--- src/rtl/pless_mem_arbiter_pkg.sv ---
// Shared types and constants for the scratch-memory arbiter.
package pless_arb_pkg;

    typedef enum logic {
        IDLE = 1'b0,
        BUSY = 1'b1
    } arb_state_e;

    // Width of an owner / round-robin pointer index (at least one bit).
    function automatic int owner_w(input int n);
        return (n <= 2) ? 1 : $clog2(n);
    endfunction

    // Round-robin pointer value after reset: requester 0 goes first.
    localparam int RR_PTR_RST = 0;

endpackage

--- src/rtl/pless_mem_arbiter_if.sv ---
// Requester bus plus memory port of the scratch-memory arbiter.
// slave = arbiter side, master = requesters/memory side.
interface pless_mem_arbiter_if #(
    parameter int N_REQ  = 3,
    parameter int ADDR_W = 6,
    parameter int DATA_W = 8
);
    logic [N_REQ-1:0]        req;
    logic [N_REQ-1:0]        we;
    logic [N_REQ-1:0]        last;
    logic [N_REQ*ADDR_W-1:0] addr;
    logic [N_REQ*DATA_W-1:0] wdata;
    logic [N_REQ-1:0]        gnt;
    logic [N_REQ-1:0]        rvalid;
    logic [DATA_W-1:0]       rdata;
    logic                    mem_en;
    logic                    mem_we;
    logic [ADDR_W-1:0]       mem_addr;
    logic [DATA_W-1:0]       mem_wdata;
    logic [DATA_W-1:0]       mem_rdata;
    logic                    busy;
    logic                    err_timeout;

    modport slave (
        input  req, we, last, addr, wdata, mem_rdata,
        output gnt, rvalid, rdata, mem_en, mem_we, mem_addr, mem_wdata, busy, err_timeout
    );

    modport master (
        output req, we, last, addr, wdata, mem_rdata,
        input  gnt, rvalid, rdata, mem_en, mem_we, mem_addr, mem_wdata, busy, err_timeout
    );
endinterface

--- src/rtl/pless_rr_picker.sv ---
// Rotating-priority encoder: first requester at or after rr_ptr, cyclically.
module pless_rr_picker
    import pless_arb_pkg::*;
#(
    parameter int N_REQ = 3,
    parameter int OW    = owner_w(N_REQ)
) (
    input  logic [N_REQ-1:0] req,
    input  logic [OW-1:0]    rr_ptr,
    output logic             found,
    output logic [OW-1:0]    winner
);

    // Scan from rr_ptr upward with wrap; the first hit wins.
    always_comb begin
        int idx;
        idx    = 0;
        found  = 1'b0;
        winner = '0;
        for (int k = 0; k < N_REQ; k++) begin
            idx = (int'(rr_ptr) + k) % N_REQ;
            if (!found && req[idx]) begin
                found  = 1'b1;
                winner = OW'(idx);
            end
        end
    end

endmodule

--- src/rtl/pless_mem_arbiter.sv ---
// Round-robin arbiter/sequencer for the shared single-port scratch memory.
// Optional burst-length watchdog enabled by defining PLESS_ARB_TIMEOUT_EN.
module pless_mem_arbiter
    import pless_arb_pkg::*;
#(
    parameter int N_REQ     = 3,
    parameter int ADDR_W    = 6,
    parameter int DATA_W    = 8,
    parameter int MAX_BEATS = 8
) (
    input logic               clk,
    input logic               rst_n,
    pless_mem_arbiter_if.slave bus
);

    localparam int OW = owner_w(N_REQ);

    arb_state_e        state_q, state_d;
    logic [OW-1:0]     owner_q, owner_d;
    logic [OW-1:0]     rr_ptr_q, rr_ptr_d;
    logic [N_REQ-1:0]  gnt_q, gnt_d;
    logic [N_REQ-1:0]  rvalid_q, rvalid_d;
    logic              found;
    logic [OW-1:0]     winner;
    logic              beat;
    logic              release_burst;
    logic              force_rel;
    logic [OW-1:0]     rr_next;

    pless_rr_picker #(.N_REQ(N_REQ), .OW(OW)) u_picker (
        .req    (bus.req),
        .rr_ptr (rr_ptr_q),
        .found  (found),
        .winner (winner)
    );

    // A beat happens in every BUSY cycle where the owner keeps req high.
    assign beat          = (state_q == BUSY) && bus.req[owner_q];
    assign release_burst = !bus.req[owner_q] || (beat && bus.last[owner_q]) || force_rel;
    assign rr_next       = (owner_q == OW'(N_REQ - 1)) ? '0 : owner_q + 1'b1;

    assign bus.mem_en    = beat;
    assign bus.mem_we    = beat && bus.we[owner_q];
    assign bus.mem_addr  = bus.addr[owner_q*ADDR_W +: ADDR_W];
    assign bus.mem_wdata = bus.wdata[owner_q*DATA_W +: DATA_W];
    assign bus.rdata     = bus.mem_rdata;
    assign bus.gnt       = gnt_q;
    assign bus.rvalid    = rvalid_q;
    assign bus.busy      = (state_q == BUSY);

    // State, owner, pointer, grant and read-valid registers.
    always_ff @(posedge clk or negedge rst_n) begin
        if (!rst_n) begin
            state_q  <= IDLE;
            owner_q  <= '0;
            rr_ptr_q <= OW'(RR_PTR_RST);
            gnt_q    <= '0;
            rvalid_q <= '0;
        end else begin
            state_q  <= state_d;
            owner_q  <= owner_d;
            rr_ptr_q <= rr_ptr_d;
            gnt_q    <= gnt_d;
            rvalid_q <= rvalid_d;
        end
    end

    // Grant in IDLE, sequence beats in BUSY, release back through IDLE.
    always_comb begin
        state_d  = state_q;
        owner_d  = owner_q;
        rr_ptr_d = rr_ptr_q;
        gnt_d    = gnt_q;
        rvalid_d = '0;
        case (state_q)
            IDLE: begin
                if (found) begin
                    state_d        = BUSY;
                    owner_d        = winner;
                    gnt_d          = '0;
                    gnt_d[winner]  = 1'b1;
                end
            end
            BUSY: begin
                if (beat && !bus.we[owner_q]) rvalid_d[owner_q] = 1'b1;
                if (release_burst) begin
                    state_d  = IDLE;
                    gnt_d    = '0;
                    rr_ptr_d = rr_next;
                end
            end
            default: state_d = IDLE;
        endcase
    end

`ifdef PLESS_ARB_TIMEOUT_EN
    localparam int BW = $clog2(MAX_BEATS + 1);

    logic [BW-1:0] beat_cnt_q;
    logic          err_q;

    // MAX_BEATS-th beat without last ends the burst as if it carried last.
    assign force_rel       = beat && !bus.last[owner_q] && (beat_cnt_q == BW'(MAX_BEATS - 1));
    assign bus.err_timeout = err_q;

    // Beat counter cleared on grant; sticky overrun flag.
    always_ff @(posedge clk or negedge rst_n) begin
        if (!rst_n) begin
            beat_cnt_q <= '0;
            err_q      <= 1'b0;
        end else begin
            if (state_q == IDLE && found) beat_cnt_q <= '0;
            else if (beat)                beat_cnt_q <= beat_cnt_q + 1'b1;
            if (force_rel) err_q <= 1'b1;
        end
    end
`else
    logic unused_max_beats;
    assign unused_max_beats = (MAX_BEATS > 0);
    assign force_rel        = 1'b0;
    assign bus.err_timeout  = 1'b0;
`endif

endmodule

--- src/flat_wrapper.sv ---
// flat-port wrapper written by rule: the top's interface ports become plain ports
module pless_mem_arbiter_flat import pless_arb_pkg::*;
#(
    parameter int N_REQ     = 3,
    parameter int ADDR_W    = 6,
    parameter int DATA_W    = 8,
    parameter int MAX_BEATS = 8
)
  (clk, rst_n, bus_req, bus_we, bus_last, bus_addr, bus_wdata, bus_mem_rdata, bus_gnt, bus_rvalid, bus_rdata, bus_mem_en, bus_mem_we, bus_mem_addr, bus_mem_wdata, bus_busy, bus_err_timeout);
  pless_mem_arbiter_if #(.N_REQ(N_REQ), .ADDR_W(ADDR_W), .DATA_W(DATA_W)) bus_i ();
  input logic clk;
  input logic rst_n;
  input wire logic [$bits(bus_i.req)-1:0] bus_req;
  input wire logic [$bits(bus_i.we)-1:0] bus_we;
  input wire logic [$bits(bus_i.last)-1:0] bus_last;
  input wire logic [$bits(bus_i.addr)-1:0] bus_addr;
  input wire logic [$bits(bus_i.wdata)-1:0] bus_wdata;
  input wire logic [$bits(bus_i.mem_rdata)-1:0] bus_mem_rdata;
  output wire logic [$bits(bus_i.gnt)-1:0] bus_gnt;
  output wire logic [$bits(bus_i.rvalid)-1:0] bus_rvalid;
  output wire logic [$bits(bus_i.rdata)-1:0] bus_rdata;
  output wire logic [$bits(bus_i.mem_en)-1:0] bus_mem_en;
  output wire logic [$bits(bus_i.mem_we)-1:0] bus_mem_we;
  output wire logic [$bits(bus_i.mem_addr)-1:0] bus_mem_addr;
  output wire logic [$bits(bus_i.mem_wdata)-1:0] bus_mem_wdata;
  output wire logic [$bits(bus_i.busy)-1:0] bus_busy;
  output wire logic [$bits(bus_i.err_timeout)-1:0] bus_err_timeout;
  assign bus_i.req = bus_req;
  assign bus_i.we = bus_we;
  assign bus_i.last = bus_last;
  assign bus_i.addr = bus_addr;
  assign bus_i.wdata = bus_wdata;
  assign bus_i.mem_rdata = bus_mem_rdata;
  assign bus_gnt = bus_i.gnt;
  assign bus_rvalid = bus_i.rvalid;
  assign bus_rdata = bus_i.rdata;
  assign bus_mem_en = bus_i.mem_en;
  assign bus_mem_we = bus_i.mem_we;
  assign bus_mem_addr = bus_i.mem_addr;
  assign bus_mem_wdata = bus_i.mem_wdata;
  assign bus_busy = bus_i.busy;
  assign bus_err_timeout = bus_i.err_timeout;
  pless_mem_arbiter #(.N_REQ(N_REQ), .ADDR_W(ADDR_W), .DATA_W(DATA_W), .MAX_BEATS(MAX_BEATS)) u_core (.clk(clk), .rst_n(rst_n), .bus(bus_i));
endmodule
--- config.mk ---
export PLATFORM = sky130hd
export DESIGN_NAME = pless_mem_arbiter_flat
export DESIGN_NICKNAME = d
export VERILOG_FILES = /design/src/rtl/pless_mem_arbiter_pkg.sv /design/src/rtl/pless_mem_arbiter_if.sv /design/src/rtl/pless_rr_picker.sv /design/src/rtl/pless_mem_arbiter.sv /design/src/flat_wrapper.sv
export SDC_FILE = /design/constraint.sdc
export NUM_CORES = 1
export LEC_CHECK = 0
export ABC_AREA = 1
export ABC_CLOCK_PERIOD_IN_PS = 1600
export CAP_MARGIN = 25
export CORE_MARGIN = 10
export CORE_UTILIZATION = 30
export CTS_BUF_LIST = sky130_fd_sc_hd__clkbuf_8
export CTS_CLUSTER_SIZE = 16
export DETAILED_ROUTE_END_ITERATION = 12
export PLACE_DENSITY = 0.9
export SLEW_MARGIN = 20
export SYNTH_ARGS = -nofsm -noshare
export SYNTH_HDL_FRONTEND = slang
export SYNTH_SLANG_ARGS = --single-unit
--- constraint.sdc ---
create_clock -name clk -period 1.6 [get_ports clk]
set_clock_uncertainty 0.15 [all_clocks]
set_input_delay 0.32 -clock clk [delete_from_list [all_inputs] [get_ports clk]]
set_output_delay 0.32 -clock clk [all_outputs]
set_load 0.02 [all_outputs]
==> results of run 1 <==
-- layout by cell type (no fill, tap or decap), types with 2 or more instances in the layout --
cell type,Yosys,final
sky130_fd_sc_hd__nor2_1,9,5
sky130_fd_sc_hd__dlygate4sd2_1,0,7
sky130_fd_sc_hd__dfrtp_1,11,9
sky130_fd_sc_hd__o21ai_2,2,3
sky130_fd_sc_hd__inv_2,7,12
sky130_fd_sc_hd__buf_6,0,26
sky130_fd_sc_hd__nand2_4,0,8
sky130_fd_sc_hd__nor2_4,2,4
sky130_fd_sc_hd__nand3_1,23,7
sky130_fd_sc_hd__nor2_2,1,3
sky130_fd_sc_hd__nand2_1,76,52
sky130_fd_sc_hd__inv_1,11,5
sky130_fd_sc_hd__nand3_2,1,15
sky130_fd_sc_hd__ha_4,0,3
sky130_fd_sc_hd__inv_4,0,2
sky130_fd_sc_hd__clkdlybuf4s50_1,0,51
sky130_fd_sc_hd__o21ai_1,0,3
sky130_fd_sc_hd__dfrtp_2,0,2
sky130_fd_sc_hd__nand3_4,0,2
sky130_fd_sc_hd__o21ai_4,1,2
sky130_fd_sc_hd__nand2_2,3,19
sky130_fd_sc_hd__clkbuf_8,0,3
sky130_fd_sc_hd__buf_4,9,28
-- area by class of cell --
cell class,count,area [sq um]
Clock buffer,3,41.3
Clock inverter,1,3.75
Fill cell,210,936
Inverter,18,72.6
Multi-Input combinational cell,136,932
Sequential cell,11,278
Tap cell,46,57.6
Timing Repair Buffer,114,1090
-- kinds of logic (layout without fill, tap and decap cells) --
group	Yosys count	in the layout	share of synthesized area
and+or+nand+nor	118	118	0.470
buffers and inverters	31	136	0.141
AOI/OAI and AO/OA	13	13	0.0845
DFF	11	11	0.255
adders and majority gates	4	4	0.0463
other	1	1	0.00347
-- per-stage QoR --
step / utilization / cells / cell area, sq um / power [mW]
floorplan: - / 178 / 1100 / 1.89
global placement: 0.592 / 313 / 2020 / 3.02
detailed placement: 0.592 / 313 / 2020 / 3.07
CTS: 0.689 / 327 / 2350 / 3.98
global route: 0.726 / 329 / 2480 / 4.64
finish: 0.726 / 329 / 2480 / 4.41
-- where the power goes --
| group | total, mW | internal (mW) | switching (mW) |
|---|---|---|---|
| clock network | 0.290 | 0.170 | 0.120 |
| registers | 0.480 | 0.376 | 0.104 |
| logic | 3.64 | 1.69 | 1.95 |
-- per-layer routing --
layer | vias to the layer above | global-route usage
li1 | 763 | -
met1 | 769 | 0.143
met2 | 78 | 0.308
met3 | 20 | 0.0563
met4 | 0 | 0.0687
met5 | - | 0
-- sequential cells by signal (all words and copies together) (netlist names) --
name               count
u_core.owner_q         2
u_core.rr_ptr_q        2
u_core.bus.rvalid      3
u_core.bus.gnt         3
u_core.bus.busy        1
-- worst paths after layout --
kind	slack (ns)	to	depth (start not counted)	start
max	-0.41	bus_mem_we	8	u_core.owner_q[1]$_DFFE_PN0P_
min	0.26	u_core.bus.gnt[0]$_DFFE_PN0P_	1	rst_n
max reg2reg	-0.28	u_core.bus.gnt[1]$_DFFE_PN0P_	12	u_core.rr_ptr_q[0]$_DFFE_PN0P_
min reg2reg	0.31	u_core.bus.gnt[0]$_DFFE_PN0P_	2	u_core.bus.gnt[0]$_DFFE_PN0P_
max in group asynchronous	0.66	u_core.rr_ptr_q[0]$_DFFE_PN0P_	1	rst_n
min in group clk	0.31	u_core.bus.gnt[0]$_DFFE_PN0P_	2	u_core.bus.gnt[0]$_DFFE_PN0P_
-- what timing repair did --
item                                    4_1_cts  5_1_grt
hold endpoints to repair                      0        0
buffers inserted                              9        5
gates resized for setup                     162       37
cloned                                        1        0
endpoints found under the setup margin       31       28
pin swaps                                    25       13
==> impl_summary.md, run 1 <==
Status
The flow ran to the end, but the final reports show violations. The final reports fail on setup timing.

Yosys
In this run the mean area of a mapped cell was between 6 and 7 sq um. The biggest area contributor in the post-synthesis netlist is sky130_fd_sc_hd__nand2_1. The Yosys warning count is 0. The post-synthesis instance area is ~1100 sq um. The synthesized design contains 11 register bits. For this run, the leading register cell type out of synthesis is sky130_fd_sc_hd__dfrtp_1. The number of instances in the synthesized netlist is roughly 180. Yosys attributes the largest share of cell area to sky130_fd_sc_hd__nand2_1 (26%), sky130_fd_sc_hd__dfrtp_1 (25%), sky130_fd_sc_hd__nand3_1 (11%). The commonest cells after synthesis are sky130_fd_sc_hd__nand2_1 (76), sky130_fd_sc_hd__nand3_1 (23), sky130_fd_sc_hd__dfrtp_1 (11), sky130_fd_sc_hd__inv_1 (11). The share of the Yosys chip area taken by registers is 0.255. The number of different library cells used by synthesis comes to 24. For this run, asynchronously set or reset flops after synthesis account for 1.00. By instance count, the leading cell after synthesis is sky130_fd_sc_hd__nand2_1. When the netlist entered floorplanning its net count stood at between 200 and 250.

The fraction of synthesized cell area taken by the top area cell type is 0.264. In this run, synthesis inferred 0 flip-flops with an integrated enable.

Worst setup path
STA classifies the critical path endpoint as an output port. The worst path arrival time is 1.54 ns. For the worst setup path, the data required time is around 1.1 ns. The critical path goes through inv_2 > nand2_4 > inv_4 > a22o_1 > a21oi_2 > buf_4 > nor2_4 > buf_6. Broken down by cell family, the worst path's largest delay share belongs to buffers and inverters. The setup path with the least slack is of type reg -> out. The count of buffer and inverter cells on the critical path is 4. The critical path startpoint category is a flip-flop.

The critical-path maximum fanout is 4. The slowest stage of the critical path is the sky130_fd_sc_hd__dfrtp_1 cell. The maximum cell stage delay along the critical path is 0.40 ns.

Timing
The final-report max-slew violation count is 0. The final critical path time including I/O delays and setup is 2.01 ns. Derived from the worst setup path, the maximum achievable clock frequency is ~500 MHz. Setup repair after global routing could not meet its margin everywhere. Adding up every negative setup slack in the final design gives -7.00 ns. The slew at the pin closest to its max-slew limit is 0.515 ns. The final setup slack of the worst path is -0.414 ns. Setup violations remaining at the end of the flow were counted as 27.

Hold timing on the final database bottoms out at a slack of 0.265 ns. The share of the clock period used by the worst path is 1.26. The worst slew margin relative to its limit is 0.656. The count of endpoints failing hold in the final timing report is 0.

GRT
The initial antenna violation count is 0. The maximum number of pins on one net before global-route repair is 12. Across every metal layer, demand over resource in global routing totals 0.159. The number of global-route vias before repair is between 1.5k and 2k. The total overflow left after global routing is 0.

The first global-routing pass estimated a little over 8000 microns of wire.

Clock tree
In this run, post-CTS hold repair placed 0 buffers. Clock-pin slew was measured on the worst setup and hold paths at approximately 0.05 ns. TritonCTS built the clock tree.

Counting along the longest clock path gives a buffer depth of 2. The insertion delay to the later sink of the worst-skew pair is about 0.25 ns. The CTS buffer count is 3. The deepest level of the CTS H-tree is 1. The clock tree root buffer cell is sky130_fd_sc_hd__clkbuf_8.

The number of sinks handled by clock tree synthesis is 11.

Place
Detailed placement ended at an HPWL of about 3700 microns. The quantity of I/O buffers inserted on ports is 75. Routability-driven placement finished with a final weighted congestion of approximately 0.85. The post-placement setup slack is -0.789 ns.

Route
The pre-antenna-repair detailed-routing pass consisted of 4 iterations. The detailed router put a total of between 1500 and 2000 microns of wire on met1. Summed over all layers, the routed wires come to between 5000 and 6000 microns.

The detailed-route wire length per cell is 17.5 microns. The post-route DRC violation count is 0. In the detailed route, the total length drawn on met2 is roughly 3300 microns. The via count normalized by instance count is a little under 5. Once detail routing completed, the nets flagged for antenna violations numbered 0.

The routed wire length on met3 is 398 microns. The routed via count is roughly 1.6k. The detailed router used layers up to and including met4. In this run, the number of DRC markers left after iteration 0 of detailed routing was between 100 and 150.

Die
From bottom edge to top edge, the die measures ~80 microns. The die covers roughly 6400 sq um. The count of standard-cell rows is 21.

between 90 and 100 I/O pins were placed. The horizontal extent of the die is about 80 microns. The initial utilization of the core area, before any placement, comes to 0.316. The core area is 3420 sq um.

Final layout
The antenna diode count is 0. The number of nets at the end of the flow is roughly 350. The layout-stage area growth over the synthesis result is 129%. The share of layout cells above drive strength 1 is 0.484.

Pwr
The areal power density over the cells is between 1500 and 2000 nW/um^2. The largest voltage drop on the vdd net is roughly 0.95 mV. Summed over all cells, the static leakage comes to 1.24 nW.

Flow run
Across the run, the number of max-cap violations was 0.

Hold path
The classification of the worst-slack hold path is in -> async.
Power figures use the tool's default switching activity.
==> inputs of run 2 (changes only) <==
--- a/config.mk
+++ b/config.mk
@@ -14,6 +14,7 @@
 export CTS_CLUSTER_SIZE = 16
 export DETAILED_ROUTE_END_ITERATION = 12
 export PLACE_DENSITY = 0.9
+export RECOVER_POWER = 100
 export SLEW_MARGIN = 20
 export SYNTH_ARGS = -nofsm -noshare
 export SYNTH_HDL_FRONTEND = slang
==> run 2 against run 1 <==
Effect of this change:
- the run still ends with setup timing left
- register-to-register slack barely moved
- clock-buffer cell count did not move
- wire length fell by 0.14%
- global-route usage did not move
- core utilization barely moved
- cell count did not move
- critical path depth did not move
- power fell by 0.18%
- via count fell by 0.18%
- clock power barely moved
- sequential cell count did not move
==> impl_summary.md, run 2 (synthesized netlist as in run 1, its figures left out) <==
Place
The quantity of I/O buffers inserted on ports was 75 (unchanged). The HPWL reported at the end of detailed placement was 3700 microns (unchanged). The cell total after placement is 313 (unchanged). The post-placement setup slack is -0.789 ns (unchanged). The last weighted congestion value of the routability-driven placer came to 0.852 (unchanged).

Flow run
The total of max-cap violations was 0 (unchanged).

Timing
The highest clock rate came to 497 MHz (about the same). The final critical path time including I/O delays and setup is 2.01 ns (-0.00141 ns). The count of endpoints failing hold in the final timing report came to 0 (unchanged). The final setup TNS was -6.97 ns (+0.0292 ns). The final setup slack of the worst path is -0.412 ns (+0.00141 ns). The share of the clock period used by the worst path was 1.26 (about the same). The total setup violations reported at the end of the flow is 27 (unchanged). The worst slew margin relative to its limit is 0.649 (-0.00730). The final-report max-slew violation count is 0 (unchanged). The slew at the pin closest to its max-slew limit is 0.525 ns (+0.0108 ns). Setup repair after global routing could not meet its margin everywhere.

Worst setup path
The worst path arrival time came to 1.54 ns (about the same). The required time at the endpoint of the critical path is 1.13 ns (about the same). The critical-path maximum fanout is 4 (unchanged). The worst setup path is of the reg -> out kind. The critical path startpoint category is a flip-flop. The type of element capturing the critical path is an output port.

Pwr
The total power draw is 4.40 mW (-0.18%). The register share of total power is 0.109 (about the same). The leakage dissipation is 1.24 nW (-0.22%). The areal power density over the cells is 1770 nW/um^2 (-0.13%). The switching part of the total power came to 0.493 (about the same). The clock network power share was 0.066 (about the same). The largest voltage drop on the vdd net is 0.953 mV (-0.14%). The internal power was 2.23 mW (-0.17%). The net switching power is 2.17 mW (-0.19%).

The fraction of power consumed by combinational cells is 0.825 (about the same).

Final layout
The sequential cell area is 278 sq um (unchanged). The antenna diode count is 0 (unchanged). The area of combinational cells with multiple inputs was 932 sq um (unchanged).

The share of layout cells above drive strength 1 is 0.481 (-0.00353). The final non-filler cell total was 329 (unchanged). The number of nets at the end of the flow is 349 (unchanged).

The count of filler cells inserted in the layout is 211 (+0.48%). The top cell types in the final layout, fill and taps aside, are sky130_fd_sc_hd__nand2_1 (52), sky130_fd_sc_hd__clkdlybuf4s50_1 (50), sky130_fd_sc_hd__buf_4 (28), sky130_fd_sc_hd__buf_6 (26), sky130_fd_sc_hd__nand2_2 (19). The most common library cell in the layout ignoring fill and taps is sky130_fd_sc_hd__nand2_1.

The layout-stage area growth over the synthesis result is 129% (about the same).

Status
The checks that failed: setup timing. The flow ran to the end, but the final reports show violations.

Die
The floorplan die height is 80.0 microns (unchanged). The top-level I/O count is 93 (unchanged). The count of standard-cell rows was 21 (unchanged). The initial cell density of the core is 0.316 (unchanged). The floorplan die area is 6400 sq um (unchanged).

The horizontal extent of the die is 80.0 microns (unchanged). The core area is 3420 sq um (unchanged).

Clock tree
The CTS buffer count was 3 (unchanged). The number of sinks handled by clock tree synthesis is 11 (unchanged). The hold-fix buffer count after cts is 0 (unchanged). The deepest level of the CTS H-tree is 1 (unchanged). The number of buffers on the longest clock path is 2 (unchanged). The clock tree root buffer cell is sky130_fd_sc_hd__clkbuf_8. The clock transition at the registers of the reported paths is 0.05 ns (about the same). TritonCTS built the clock tree. The insertion delay to the later sink of the worst-skew pair is 0.25 ns (about the same).

GRT
The total congestion overflow is 0 (unchanged). The initial antenna violation count was 0 (unchanged). The first-pass GRT wire length is 8090 microns (unchanged). The number of global-route vias before repair is 1765 (unchanged). The combined global-route utilization of all metal layers is 0.159 (unchanged). The maximum number of pins on one net before global-route repair is 12 (unchanged).

Route
The post-detailed-route count of antenna-violating nets is 0 (unchanged). The detailed router's first-iteration violation count is 123 (unchanged). The routed via count is 1627 (-0.18%). The count of TritonRoute iterations in the first routing pass was 4 (unchanged).

The routed wire length is 5740 microns (-0.14%). The post-route DRC violation count was 0 (unchanged). The via count normalized by instance count was 4.95 (-0.18%). The detailed-route wire length per cell came to 17.5 microns (-0.14%).

Hold path
The min-delay analysis places its worst path in the category reg -> reg.
-- run 2: timing repair --
item | CTS | global route
pin swaps | 25 | 13
endpoints found under the hold margin | 0 | 0
gates resized for setup | 162 | 37
endpoints found under the setup margin | 31 | 28
cloned | 1 | 0
buffers inserted | 9 | 5
-- run 2: routing by layer --
metal	track usage	vias to the layer above	routed length (microns)
li1	-	763	-
met1	0.143	765	1920
met2	0.308	79	3270
met3	0.0563	20	373
met4	0.0687	0	181
met5	0	-	0
-- run 2: critical path, cell delays in order, from the launching register on --
cell                      delay (ns)
sky130_fd_sc_hd__dfrtp_1        0.40
sky130_fd_sc_hd__inv_2          0.14
sky130_fd_sc_hd__nand2_4        0.10
sky130_fd_sc_hd__inv_4          0.09
sky130_fd_sc_hd__a22o_1         0.18
sky130_fd_sc_hd__a21oi_2        0.04
sky130_fd_sc_hd__buf_4          0.14
sky130_fd_sc_hd__nor2_4         0.07
sky130_fd_sc_hd__buf_6          0.12
-- run 2: area by class of cell --
class / count / share of cell area
Clock inverter: 1 / 0.00151
Multi-Input combinational cell: 136 / 0.376
Clock buffer: 3 / 0.0167
Timing Repair Buffer: 114 / 0.441
Tap cell: 46 / 0.0232
Inverter: 18 / 0.0293
Sequential cell: 11 / 0.112
-- run 2: power by group through the flow --
stage	Clock [mW]	Combinational [mW]	Sequential [mW]
global placement	0	2.57	0.454
finish	0.290	3.63	0.480
global route	0.309	3.85	0.487
CTS	0.288	3.22	0.475
detailed placement	0	2.61	0.457
floorplan	0	1.37	0.523
-- run 2: path summary, 6_finish.rpt --
check / cells past startpoint / from / endpoint / slack [ns]
min reg2reg: 2 / u_core.bus.gnt[0]$_DFFE_PN0P_ / u_core.bus.gnt[0]$_DFFE_PN0P_ / 0.31
max reg2reg: 12 / u_core.rr_ptr_q[0]$_DFFE_PN0P_ / u_core.bus.gnt[1]$_DFFE_PN0P_ / -0.28
min in group asynchronous: 1 / rst_n / u_core.bus.gnt[0]$_DFFE_PN0P_ / 0.34
max in group asynchronous: 1 / rst_n / u_core.rr_ptr_q[0]$_DFFE_PN0P_ / 0.58
min: 2 / u_core.bus.gnt[0]$_DFFE_PN0P_ / u_core.bus.gnt[0]$_DFFE_PN0P_ / 0.31
max: 8 / u_core.owner_q[1]$_DFFE_PN0P_ / bus_mem_we / -0.41
-- run 2: stage by stage --
step	instance area, sq um	utilization	hold WS, ns
final	2480	0.726	0.312
after global routing	2480	0.726	0.346
after CTS	2350	0.689	0.262
after global placement	2020	0.592	0.304
after floorplan	1100	-	-0.126
after detailed placement	2020	0.592	0.309
==> inputs of run 3 (changes only) <==
--- a/config.mk
+++ b/config.mk
@@ -13,7 +13,7 @@
 export CTS_BUF_LIST = sky130_fd_sc_hd__clkbuf_8
 export CTS_CLUSTER_SIZE = 16
 export DETAILED_ROUTE_END_ITERATION = 12
-export PLACE_DENSITY = 0.9
+export PLACE_DENSITY = 0.87
 export RECOVER_POWER = 100
 export SLEW_MARGIN = 20
 export SYNTH_ARGS = -nofsm -noshare
==> run 3 against run 2 <==
Effect of this change:
- the flow still finishes with violations (setup timing)
- design area increased by 0.10%
- critical path depth decreased by 1
- core utilization increased by 0.073 points
- via count decreased by 0.68%
- setup slack improved by 0.064 ns
- non-clock buffer count increased by 2
- power increased by 4.7%
- maximum frequency increased by 3.3%
- first-iteration DRC count decreased by 20%
- critical endpoint unchanged
==> impl_summary.md, run 3 (synthesized netlist as in run 1, its figures left out) <==
Worst setup path
The critical path startpoint category is a flip-flop. The logic depth of the worst register-to-register path is 11 (-1). The required time at the endpoint of the critical path is 1.13 ns (about the same). The endpoint of the worst register-to-register path is u_core.owner_q[1]$_DFFE_PN0P_. The critical path in this run is classified as reg -> out. The worst path arrival time is 1.48 ns (-0.06 ns). The flop-to-flop setup slack is -0.25 ns (+0.03 ns). The critical-path maximum fanout is 4 (unchanged). The startpoint identified for the worst register-to-register timing path is u_core.rr_ptr_q[0]$_DFFE_PN0P_.

STA classifies the critical path endpoint as an output port.

Die
The top-level I/O count came to 93 (unchanged). The initial cell density of the core is 0.316 (unchanged). The core area is 3420 sq um (unchanged). The horizontal extent of the die is 80.0 microns (unchanged). The floorplan die height is 80.0 microns (unchanged). The count of standard-cell rows came to 21 (unchanged). The floorplan die area is 6400 sq um (unchanged).

Route
The post-route DRC violation count is 0 (unchanged). The count of TritonRoute iterations in the first routing pass came to 4 (unchanged). The detailed router's first-iteration violation count is 99 (-20%). The detailed-route wire length per cell was 17.7 microns (+1.2%). The routed via count is 1616 (-0.68%). The routed wire length is 5850 microns (+1.8%).

The post-detailed-route count of antenna-violating nets is 0 (unchanged). The via count normalized by instance count was 4.88 (-1.3%).

Final layout
In the layout the commonest cells are sky130_fd_sc_hd__nand2_1 (58), sky130_fd_sc_hd__clkdlybuf4s50_1 (51), sky130_fd_sc_hd__buf_4 (30), sky130_fd_sc_hd__buf_6 (24), sky130_fd_sc_hd__nand3_2 (16). The antenna diode count is 0 (unchanged). The area growth from synthesis to layout is 130%. The final design instance area without fill was 2480 sq um (+0.10%). The final cell utilization of the core is 0.726 (+0.000733). The share of layout cells above drive strength 1 is 0.474 (-0.00688). The number of nets at the end of the flow came to 351 (+0.57%). The library cell used most frequently in the layout, excluding fill and tap cells, is sky130_fd_sc_hd__nand2_1.

Clock tree
The hold-fix buffer count after cts is 0 (unchanged). The number of sinks handled by clock tree synthesis is 11 (unchanged). The clock tree root buffer cell is sky130_fd_sc_hd__clkbuf_8. The CTS buffer count is 3 (unchanged). The number of buffers on the longest clock path is 2 (unchanged). The deepest level of the CTS H-tree is 1 (unchanged). TritonCTS built the clock tree.

The insertion delay to the later sink of the worst-skew pair is 0.25 ns (about the same). The clock transition at the registers of the reported paths came to 0.05 ns (about the same).

Status
The checks that failed: setup timing. The run finished, with violations left.

Pwr
The fraction of power consumed by combinational cells came to 0.834 (+0.009). The internal power is 2.34 mW (+5.0%). The switching part of the total power is 0.491 (-0.00160).

The leakage dissipation was 1.22 nW (-1.5%). The register share of total power is 0.102 (-0.007). The areal power density over the cells was 1860 nW/um^2 (+4.6%). The largest voltage drop on the vdd net is 0.903 mV (-5.3%). The total power draw is 4.61 mW (+4.7%).

The clock network power share is 0.064 (-0.002). The net switching power is 2.26 mW (+4.4%).

Timing
The smallest hold slack came to 0.311 ns (-0.00121 ns). The count of endpoints failing hold in the final timing report is 0 (unchanged). The total setup violations reported at the end of the flow is 27 (unchanged). The final setup TNS is -6.25 ns (+0.716 ns). The highest clock rate is 513 MHz (+3.3%). The slew at the pin closest to its max-slew limit came to 0.515 ns (-0.0101 ns).

The final setup slack of the worst path came to -0.349 ns (+0.0637 ns). The final critical path time including I/O delays and setup is 1.95 ns (-0.0637 ns). The final-report max-slew violation count is 0 (unchanged).

The worst slew margin relative to its limit is 0.655 (+0.00673). The share of the clock period used by the worst path is 1.22 (-0.0398). Setup repair after global routing could not meet its margin everywhere.

Hold path
The path class of the tightest hold or removal check is reg -> reg. The end of the worst hold path is u_core.bus.gnt[0]$_DFFE_PN0P_. The hold path startpoint is u_core.bus.gnt[0]$_DFFE_PN0P_. The worst hold path stage count is 2 (unchanged).

GRT
The met1 usage in global routing came to 0.136 (-0.00613). The global routing usage on met3 is 0.0631 (+0.00676). The number of global-route vias before repair came to 1677 (-5.0%). The maximum number of pins on one net before global-route repair is 12 (unchanged). The met2 usage is 0.279 (-0.0289). After global routing, the most crowded layer is met2. The initial antenna violation count is 0 (unchanged). The total congestion overflow is 0 (unchanged). The combined global-route utilization of all metal layers is 0.148 (-0.0111). The first-pass GRT wire length was 7600 microns (-6.1%).

Place
The quantity of I/O buffers inserted on ports is 75 (unchanged). The last weighted congestion value of the routability-driven placer is 0.876 (+2.9%). The total placed instance area is 2030 sq um (+0.37%). The HPWL reported at the end of detailed placement is 3840 microns (+3.9%).

Flow run
The total of max-cap violations came to 0 (unchanged).
## run 3: changes by cell type in the layout (fill, tap and decap cells not counted), moves of 2 or more
| cell | change |
|---|---|
| sky130_fd_sc_hd__buf_4 | +2 |
| sky130_fd_sc_hd__nand2_2 | -5 |
| sky130_fd_sc_hd__buf_6 | -2 |
| sky130_fd_sc_hd__nand3_4 | -2 |
| sky130_fd_sc_hd__nand2_1 | +6 |
## run 3: final cells by class
type / count / area, sq um
clock buffers: 3 / 41.3
well taps: 46 / 57.6
inverters: 18 / 72.6
repair buffers: 116 / 1110
clock inverters: 1 / 5.00
multi-input cells: 136 / 913
flip-flops and latches: 11 / 279
fillers: 218 / 935
## run 3: worst max-delay path: stages, from the launching register on
cell,delay (ns)
sky130_fd_sc_hd__dfrtp_2,0.46
sky130_fd_sc_hd__nand2_4,0.12
sky130_fd_sc_hd__inv_4,0.04
sky130_fd_sc_hd__a22o_1,0.19
sky130_fd_sc_hd__a21oi_2,0.12
sky130_fd_sc_hd__buf_4,0.15
sky130_fd_sc_hd__nor2_4,0.03
sky130_fd_sc_hd__buf_6,0.12
## run 3: how the worst max path moves through the flow
stage	startpoint	to	slack [ns]	cells after the start
after floorplan	u_core.rr_ptr_q[0]$_DFFE_PN0P_	u_core.bus.gnt[1]$_DFFE_PN0P_	-0.13	13
after global placement	bus_req[1]	bus_mem_we	-0.76	8
after detailed placement	bus_req[1]	bus_mem_we	-0.78	8
after CTS	u_core.owner_q[1]$_DFFE_PN0P_	bus_mem_we	-0.37	7
after global routing	u_core.owner_q[1]$_DFFE_PN0P_	bus_mem_we	-0.41	8
final	u_core.owner_q[0]$_DFFE_PN0P_	bus_mem_we	-0.35	7
## run 3: per-stage QoR
step | cells | setup WS [ns]
after global routing | 331 | -0.410
after global placement | 314 | -0.758
after floorplan | 178 | -0.134
after detailed placement | 314 | -0.776
after CTS | 323 | -0.373
final | 331 | -0.349
## run 3: repair_timing
action,CTS,global route
pin swaps,18,19
setup endpoints to repair,31,28
gates resized for setup,139,49
gates cloned,0,1
buffers inserted,6,8
## run 3: power groups by stage
stage / sequential, mW / combinational, mW / clock [mW]
after floorplan: 0.523 / 1.37 / 0
after global placement: 0.451 / 2.59 / 0
after detailed placement: 0.453 / 2.64 / 0
after CTS: 0.462 / 3.08 / 0.291
after global routing: 0.479 / 4.07 / 0.309
final: 0.468 / 3.84 / 0.296
## run 3: layer usage
layer | vias up | part of all wire
met5 | - | 0
met4 | 0 | 0.021
met3 | 12 | 0.071
met2 | 75 | 0.57
met1 | 763 | 0.34
li1 | 766 | -
